==> src/rtl/sync_fifo_parity.sv <==
// Single-clock FIFO that stores an even-parity bit with each word.
// The parity is checked on readout and reported as pe alongside dout.
module sync_fifo_parity #(
  parameter int WIDTH     = 8,
  parameter int DEPTH     = 16,
  parameter int AFULL_TH  = 12,
  parameter int AEMPTY_TH = 4
) (
  input  logic                     clk,
  input  logic                     rst,
  input  logic                     wr_en,
  input  logic [WIDTH-1:0]         din,
  input  logic                     inj_err,
  input  logic                     rd_en,
  output logic [WIDTH-1:0]         dout,
  output logic                     dout_valid,
  output logic                     pe,
  output logic                     full,
  output logic                     empty,
  output logic                     afull,
  output logic                     aempty,
  output logic [$clog2(DEPTH):0]   count,
  output logic                     overflow,
  output logic                     underflow
);

  localparam int AW = $clog2(DEPTH);
  localparam int CW = AW + 1;

  localparam logic [CW-1:0] DEPTH_C  = CW'(DEPTH);
  localparam logic [CW-1:0] AFULL_C  = CW'(AFULL_TH);
  localparam logic [CW-1:0] AEMPTY_C = CW'(AEMPTY_TH);

  // Each entry is {parity, data}.
  logic [WIDTH:0]     mem_q [DEPTH];

  logic [AW-1:0]      wr_ptr_q, wr_ptr_d;
  logic [AW-1:0]      rd_ptr_q, rd_ptr_d;
  logic [CW-1:0]      count_q, count_d;
  logic [WIDTH-1:0]   dout_q, dout_d;
  logic               dv_q, dv_d;
  logic               pe_q, pe_d;
  logic               ovf_q, ovf_d;
  logic               udf_q, udf_d;

  logic               full_w;
  logic               empty_w;
  logic               rd_acc;
  logic               wr_acc;
  logic [WIDTH:0]     rd_word;
  logic               wr_par;

  // Status flags decode straight from the count register.
  always_comb begin
    full_w  = (count_q == DEPTH_C);
    empty_w = (count_q == '0);
  end

  // Accept logic: a read frees a slot, so a full FIFO can still take a write.
  always_comb begin
    rd_acc  = rd_en && !empty_w;
    wr_acc  = wr_en && (!full_w || rd_acc);
    rd_word = mem_q[rd_ptr_q];
    wr_par  = (^din) ^ inj_err;
  end

  // Next-state for pointers, occupancy, read port and sticky errors.
  always_comb begin
    wr_ptr_d = wr_ptr_q;
    rd_ptr_d = rd_ptr_q;
    count_d  = count_q;
    dout_d   = dout_q;
    dv_d     = 1'b0;
    pe_d     = 1'b0;
    ovf_d    = ovf_q;
    udf_d    = udf_q;

    if (wr_acc) begin
      wr_ptr_d = wr_ptr_q + 1'b1;
    end

    if (rd_acc) begin
      rd_ptr_d = rd_ptr_q + 1'b1;
      dout_d   = rd_word[WIDTH-1:0];
      dv_d     = 1'b1;
      pe_d     = (^rd_word[WIDTH-1:0]) ^ rd_word[WIDTH];
    end

    case ({wr_acc, rd_acc})
      2'b10:   count_d = count_q + 1'b1;
      2'b01:   count_d = count_q - 1'b1;
      default: count_d = count_q;
    endcase

    if (wr_en && !wr_acc) begin
      ovf_d = 1'b1;
    end

    if (rd_en && empty_w) begin
      udf_d = 1'b1;
    end
  end

  // Storage array; contents survive reset.
  always_ff @(posedge clk) begin
    if (wr_acc) begin
      mem_q[wr_ptr_q] <= {wr_par, din};
    end
  end

  // Control and read-port registers with asynchronous reset.
  always_ff @(posedge clk or posedge rst) begin
    if (rst) begin
      wr_ptr_q <= '0;
      rd_ptr_q <= '0;
      count_q  <= '0;
      dout_q   <= '0;
      dv_q     <= 1'b0;
      pe_q     <= 1'b0;
      ovf_q    <= 1'b0;
      udf_q    <= 1'b0;
    end else begin
      wr_ptr_q <= wr_ptr_d;
      rd_ptr_q <= rd_ptr_d;
      count_q  <= count_d;
      dout_q   <= dout_d;
      dv_q     <= dv_d;
      pe_q     <= pe_d;
      ovf_q    <= ovf_d;
      udf_q    <= udf_d;
    end
  end

  // Output mapping.
  always_comb begin
    dout       = dout_q;
    dout_valid = dv_q;
    pe         = pe_q;
    count      = count_q;
    full       = full_w;
    empty      = empty_w;
    afull      = (count_q >= AFULL_C);
    aempty     = (count_q <= AEMPTY_C);
    overflow   = ovf_q;
    underflow  = udf_q;
  end

endmodule

==> config.mk <==
export PLATFORM = sky130hd
export DESIGN_NAME = sync_fifo_parity
export DESIGN_NICKNAME = d
export VERILOG_FILES = /design/src/rtl/sync_fifo_parity.sv
export SDC_FILE = /design/constraint.sdc
export NUM_CORES = 1
export LEC_CHECK = 0
export BUFFER_PORTS_ARGS = -buffer_cell sky130_fd_sc_hd__buf_2
export CAP_MARGIN = 20
export CORE_MARGIN = 3
export CORE_UTILIZATION = 45
export DETAILED_ROUTE_END_ITERATION = 10
export SKIP_CTS_REPAIR_TIMING = 1
export SLEW_MARGIN = 20
export SYNTH_ARGS = -nofsm -noshare
export SYNTH_HDL_FRONTEND = slang
export SYNTH_SLANG_ARGS = --single-unit
==> constraint.sdc <==
create_clock -name clk -period 5.2 [get_ports clk]
set_input_delay 1.04 -clock clk [delete_from_list [all_inputs] [get_ports clk]]
set_output_delay 1.04 -clock clk [all_outputs]
set_load 0.02 [all_outputs]
; ---- Yosys cells after proc, flatten, opt, wreduce, memory -nomap -nowiden
; Memory sizes are Yosys's and may differ from the RTL's.
; Cells that the tools add are included.
; W data, S select, Z words.
[totals]
elab_cells = 37
in_bits = 13
ram_bits = 144
rom_bits = 0
output_inout_bits = 21
ff_bits = 25
latch_bits = 0
memories = 1
[classes]
add_sub_neg = 4
n_reduce_logical = 12
muxes = 5
bitwise_logic = 2
div = 0
shift = 0
n_lt_le_gt_ge = 2
eq_ne = 3
n_mul = 0
[mem_list]
columns = memory, depth, width, read_ports, rd_ports_with_merged_regs, write_ports, line_no
row1 = mem_q, 16, 9, 1, 0, 1, 35  ; logic [WIDTH:0] mem_q [DEPTH];
[ops]
columns = op, count
row1 = $reduce_xor A8 Y1, 2
row2 = $pmux W5 S2, 1
row3 = $add A4 B1 Y4 const B, 2
row4 = $add A5 B1 Y5 const B, 1
row5 = $eq A5 B5 Y1 const B, 1
row6 = $ge A5 B4 Y1 const B, 1
row7 = $le A5 B3 Y1 const B, 1
row8 = $logic_not A5 Y1, 1
row9 = $sub A5 B1 Y5 const B, 1
row10 = $logic_and A1 B1 Y1, 4
row11 = $mux W1, 4
row12 = $logic_not A1 Y1, 3
row13 = $eq A2 B1 Y1 const B, 1
row14 = $eq A2 B2 Y1 const B, 1
row15 = $reduce_bool A2 Y1, 1
row16 = $xor A1 B1 Y1, 2
row17 = $logic_or A1 B1 Y1, 1

; ---- Longest topological paths before layout
[logic_depth]
word_depth = 7
ltp_mapped = 11
ltp_nobuf = 10

; ---- Worst setup path before layout
; No wires, ideal clock.
[synth_timing]
path_kind = register -> register
startpoint = register count_q[0], in the netlist count[0]
endpoint = register count_q[4], in the netlist count[4]
setup_slack_ns = 2.435
t_required_ns = 5.067
t_arrival_ns = 2.633
n_path_buf = 0
setup_time_ns = 0.133
synth_period_minus_slack_ns = 2.765
path_stages_with_launch = 11
path_cell_list = dfrtp_1 -> nor4_1 -> nor2b_1 -> nand2b_1 -> nor2_1 -> fa_1 -> a21o_1 -> a21oi_1 -> nor3_1 -> a21oi_1 -> xnor2_1
[synth_via]
elab_chain_cells = 7
word_cells_on_any_way = 13
classes_between = add/sub: 2 / eq/ne: 3 / mux: 1 / reduce/logical: 7
[synth_rtl]
columns = item, line_no
row1 = from (decl), 39  ; logic [CW-1:0] count_q, count_d;
row2 = from (signal assigned), 125  ; count_q <= count_d;
row3 = $logic_not A5 Y1 *, 56  ; empty_w = (count_q == '0);
row4 = named net empty, 19  ; output logic empty,
row5 = $logic_not A1 Y1 *, 61  ; rd_acc = rd_en && !empty_w;
row6 = $logic_and A1 B1 Y1 *, 61
row7 = $logic_or A1 B1 Y1, 62  ; wr_acc = wr_en && (!full_w || rd_acc);
row8 = $logic_and A1 B1 Y1, 62
row9 = $eq A2 B1 Y1 or $eq A2 B2 Y1 (tied branches), 89  ; case ({wr_acc, rd_acc})
row10 = $pmux W5 S2 or $reduce_bool A2 Y1 (tied branches), --
; The timed path passes the listed nets; every way through them passes the cells marked *.
; A chain may end at the register's enable or synchronous reset.

; ---- Worst setup path after layout
[layout_timing]
startpoint = register rd_ptr_q[1]
endpoint = register pe_q, in the netlist pe
[layout_via]
elab_chain_cells = 4
[layout_rtl]
columns = item, line_no
row1 = from (decl), 38  ; logic [AW-1:0] rd_ptr_q, rd_ptr_d;
row2 = from (signal assigned), 124  ; rd_ptr_q <= rd_ptr_d;
row3 = $mem_v2 Z16 W9 *, --
row4 = $reduce_xor A8 Y1, 86  ; pe_d = (^rd_word[WIDTH-1:0]) ^ rd_word[WIDTH];
row5 = $xor A1 B1 Y1 *, 86
row6 = $mux W1 *, 82  ; if (rd_acc) begin
row7 = named net pe_d, 42  ; logic pe_q, pe_d;
row8 = to (signal assigned), 128  ; pe_q <= pe_d;
row9 = to (decl), 42
; Marked as above.

==> metrics.txt <==
most frequent cells after synthesis 144 x edfxtp_1, 31 x mux4_2, 25 x dfrtp_1; DRC viols 0; Starting Density 46.8%; Pre-antenna DRT Iters 4; fraction of layout cells with a size suffix above 1 24.1%; Post-Syn Instances 371; H-tree Lvls 4; Critical Path RT 5.55 ns; Post-synth EDFFs 144; insertion delay to the later sink of the worst-skew pair 0.43 ns; I/O Pins 34; slowest cell on the critical path dfrtp_1; Arr. time, crit path 3.63 ns; WL/cell 22.8 µm; P_leak 2.83 nW; Psw 1.49 mW; fin crit period 3.28 ns; placer congestion estimate 0.749; port bufs 33; syn avg cell area 18.6 µm²; Top FF cell, synth edfxtp_1; Hold Path Class reg2reg; Setup TNS 0 ns; sequential fraction of the synthesis area 71.7%; fin nets 436; #FFs+latches synth 169; final-report setup violation count 0; Worst setup SP type flop; Root Buffer clkbuf_16; post-synth net total 393; leading area contributor after synthesis edfxtp_1; clk slew on worst S/H paths 0.07 ns; maximum net fanout on the critical path 18; Pint 3.34 mW; combinational share of power 32.1%; first-pass GRT wire length 21100 µm; Final Cycle Share 63.1%; Slew Limit Fails 0; Post-Route WL 13900 µm; Syn-to-layout area delta 14.7%; RSZ-0062 raised after global routing no; Vias/cell 5.51; Fmax 305 MHz; area of the mapped netlist 6910 µm²; sw frac 30.8%; critical path capture point type flop; Antenna diodes 0; via count 3365; GRT overflow 0; relative slew slack 40.3%; Sequential Power Share 40.0%; outcome finished clean; Die Y-Extent 130 µm; distinct cell type count after synthesis 36; Longest Clk Path Bufs 2; Hold Fails Final Rpt 0; number of max-cap violations 0; non-filler cells, final 611; CTS Buf Count 17; initial drt markers 288; Die Span X 130 µm; FP Rows 44; crit-path max cell delay 0.93 ns; synthesis warning total 0; Pwr per Cell Area 609 nW/µm²; core box area 14800 µm²; slew at the pin closest to its max-slew limit 0.896 ns; Antenna Nets Post-Route 0; clock sink count 169; largest net degree at the start of global routing 26; top cells by area, synth edfxtp_1 63%, mux4_2 10%, dfrtp_1 9.1%; crit path cell chain mux4_1 -> mux4_2 -> xnor2_1 -> xnor3_1 -> xnor2_1 -> xnor3_1 -> nor2_1; top cell type's share of synthesized area 62.6%; DPL Wire Length 8600 µm; CTS tree yes; Total GRT Usage 18.0%; die area 16900 µm²; clock power share 28.0%; kind of critical path reg2reg; vias in the first global route 3445; Post-Route Skew 0.0120 ns; FFs w/ async S/R, synth 14.8%; worst vdd ir 237 µV; Inst Count DP 578; top-count cell post-synth edfxtp_1; initial antenna violation count 0
power by group through the flow:
stage | Clock (mW) | Combinational, mW | Sequential [mW]
after detailed placement | 0 | 1.56 | 1.97
after CTS | 1.37 | 1.57 | 1.94
after global routing | 1.43 | 1.70 | 1.97
after floorplan | 0 | 1.20 | 1.89
final | 1.35 | 1.55 | 1.93
after global placement | 0 | 1.54 | 1.96
sequential cells by signal, indices dropped and copies added (netlist names):
register,count
overflow,1
pe,1
count,5
dout,8
wr_ptr_q,4
underflow,1
dout_valid,1
mem_q,144
rd_ptr_q,4
routing by layer:
layer | vias to the layer above | share of wire, % | track usage, %
li1 | 1543 | - | -
met1 | 1718 | 42 | 23.7
met2 | 95 | 51 | 29.6
met3 | 9 | 5.9 | 3.97
met4 | 0 | 0.98 | 6.42
met5 | - | 0 | 0
metrics by stage:
step	power [mW]	hold WS (ns)	utilization, %	worst slack (ns)	area [µm²]
after floorplan	3.09	0.493	-	2.43	6910
final	4.83	0.456	53.7	1.92	7920
after detailed placement	3.53	0.443	49.2	1.86	7270
after CTS	4.88	0.458	53.5	1.85	7900
after global routing	5.10	0.468	53.7	1.63	7920
after global placement	3.50	0.435	49.2	1.94	7270
worst max-delay path: cells and delay by family (launching register included):
family | cells | cell delay [ns]
mux | 2 | 1.19
xor+xnor | 4 | 1.00
flops | 1 | 0.93
simple gates | 1 | 0.10
logic make-up after synthesis:
kind of cell / count (synthesis) / share of synthesized area (%)
xor gates and xnor gates: 25 / 3.57
muxes: 51 / 14.0
buffers and inverters: 19 / 1.38
and+or+nand+nor: 70 / 4.96
adders and majority gates: 9 / 1.74
AOI/OAI and AO/OA: 28 / 2.68
DFF: 169 / 71.7
path summary, 6_finish.rpt:
check	to	start	slack [ns]	depth (start not counted)
max	pe	rd_ptr_q[1]	1.92	7
min	overflow	overflow	0.46	1
max reg2reg	pe	rd_ptr_q[1]	1.92	7
min reg2reg	overflow	overflow	0.46	1
max in group asynchronous	wr_ptr_q[1]	rst	4.17	3
min in group asynchronous	dout[1]	rst	0.60	2
area by class of cell:
cell class	count	area (µm²)
inverters	6	22.5
flip-flops and latches	169	4950
multi-input cells	183	1870
fillers	1226	6830
clock inverters	14	204
well taps	184	230
repair buffers	37	215
clock buffers	18	429
layout by cell type, fill, tap and decap left out, drive strengths merged, types with 2 or more instances in the layout:
cell type and instances:
edfxtp 144, buf 37, mux4 35, dfrtp 25, nand2 21, xnor2 18
clkbuf 18, and2 17, nor2 14, mux2i 13, clkinv 10, ha 8
o21ai 7, a21o 6, nor2b 5, xor2 5, bufinv 5, inv 4
a21oi 4, nand3 4, a22oi 4, a221oi 4, mux2 3, nor3 3
and3 2, xnor3 2, a31oi 2
Power figures use the tool's default switching activity.
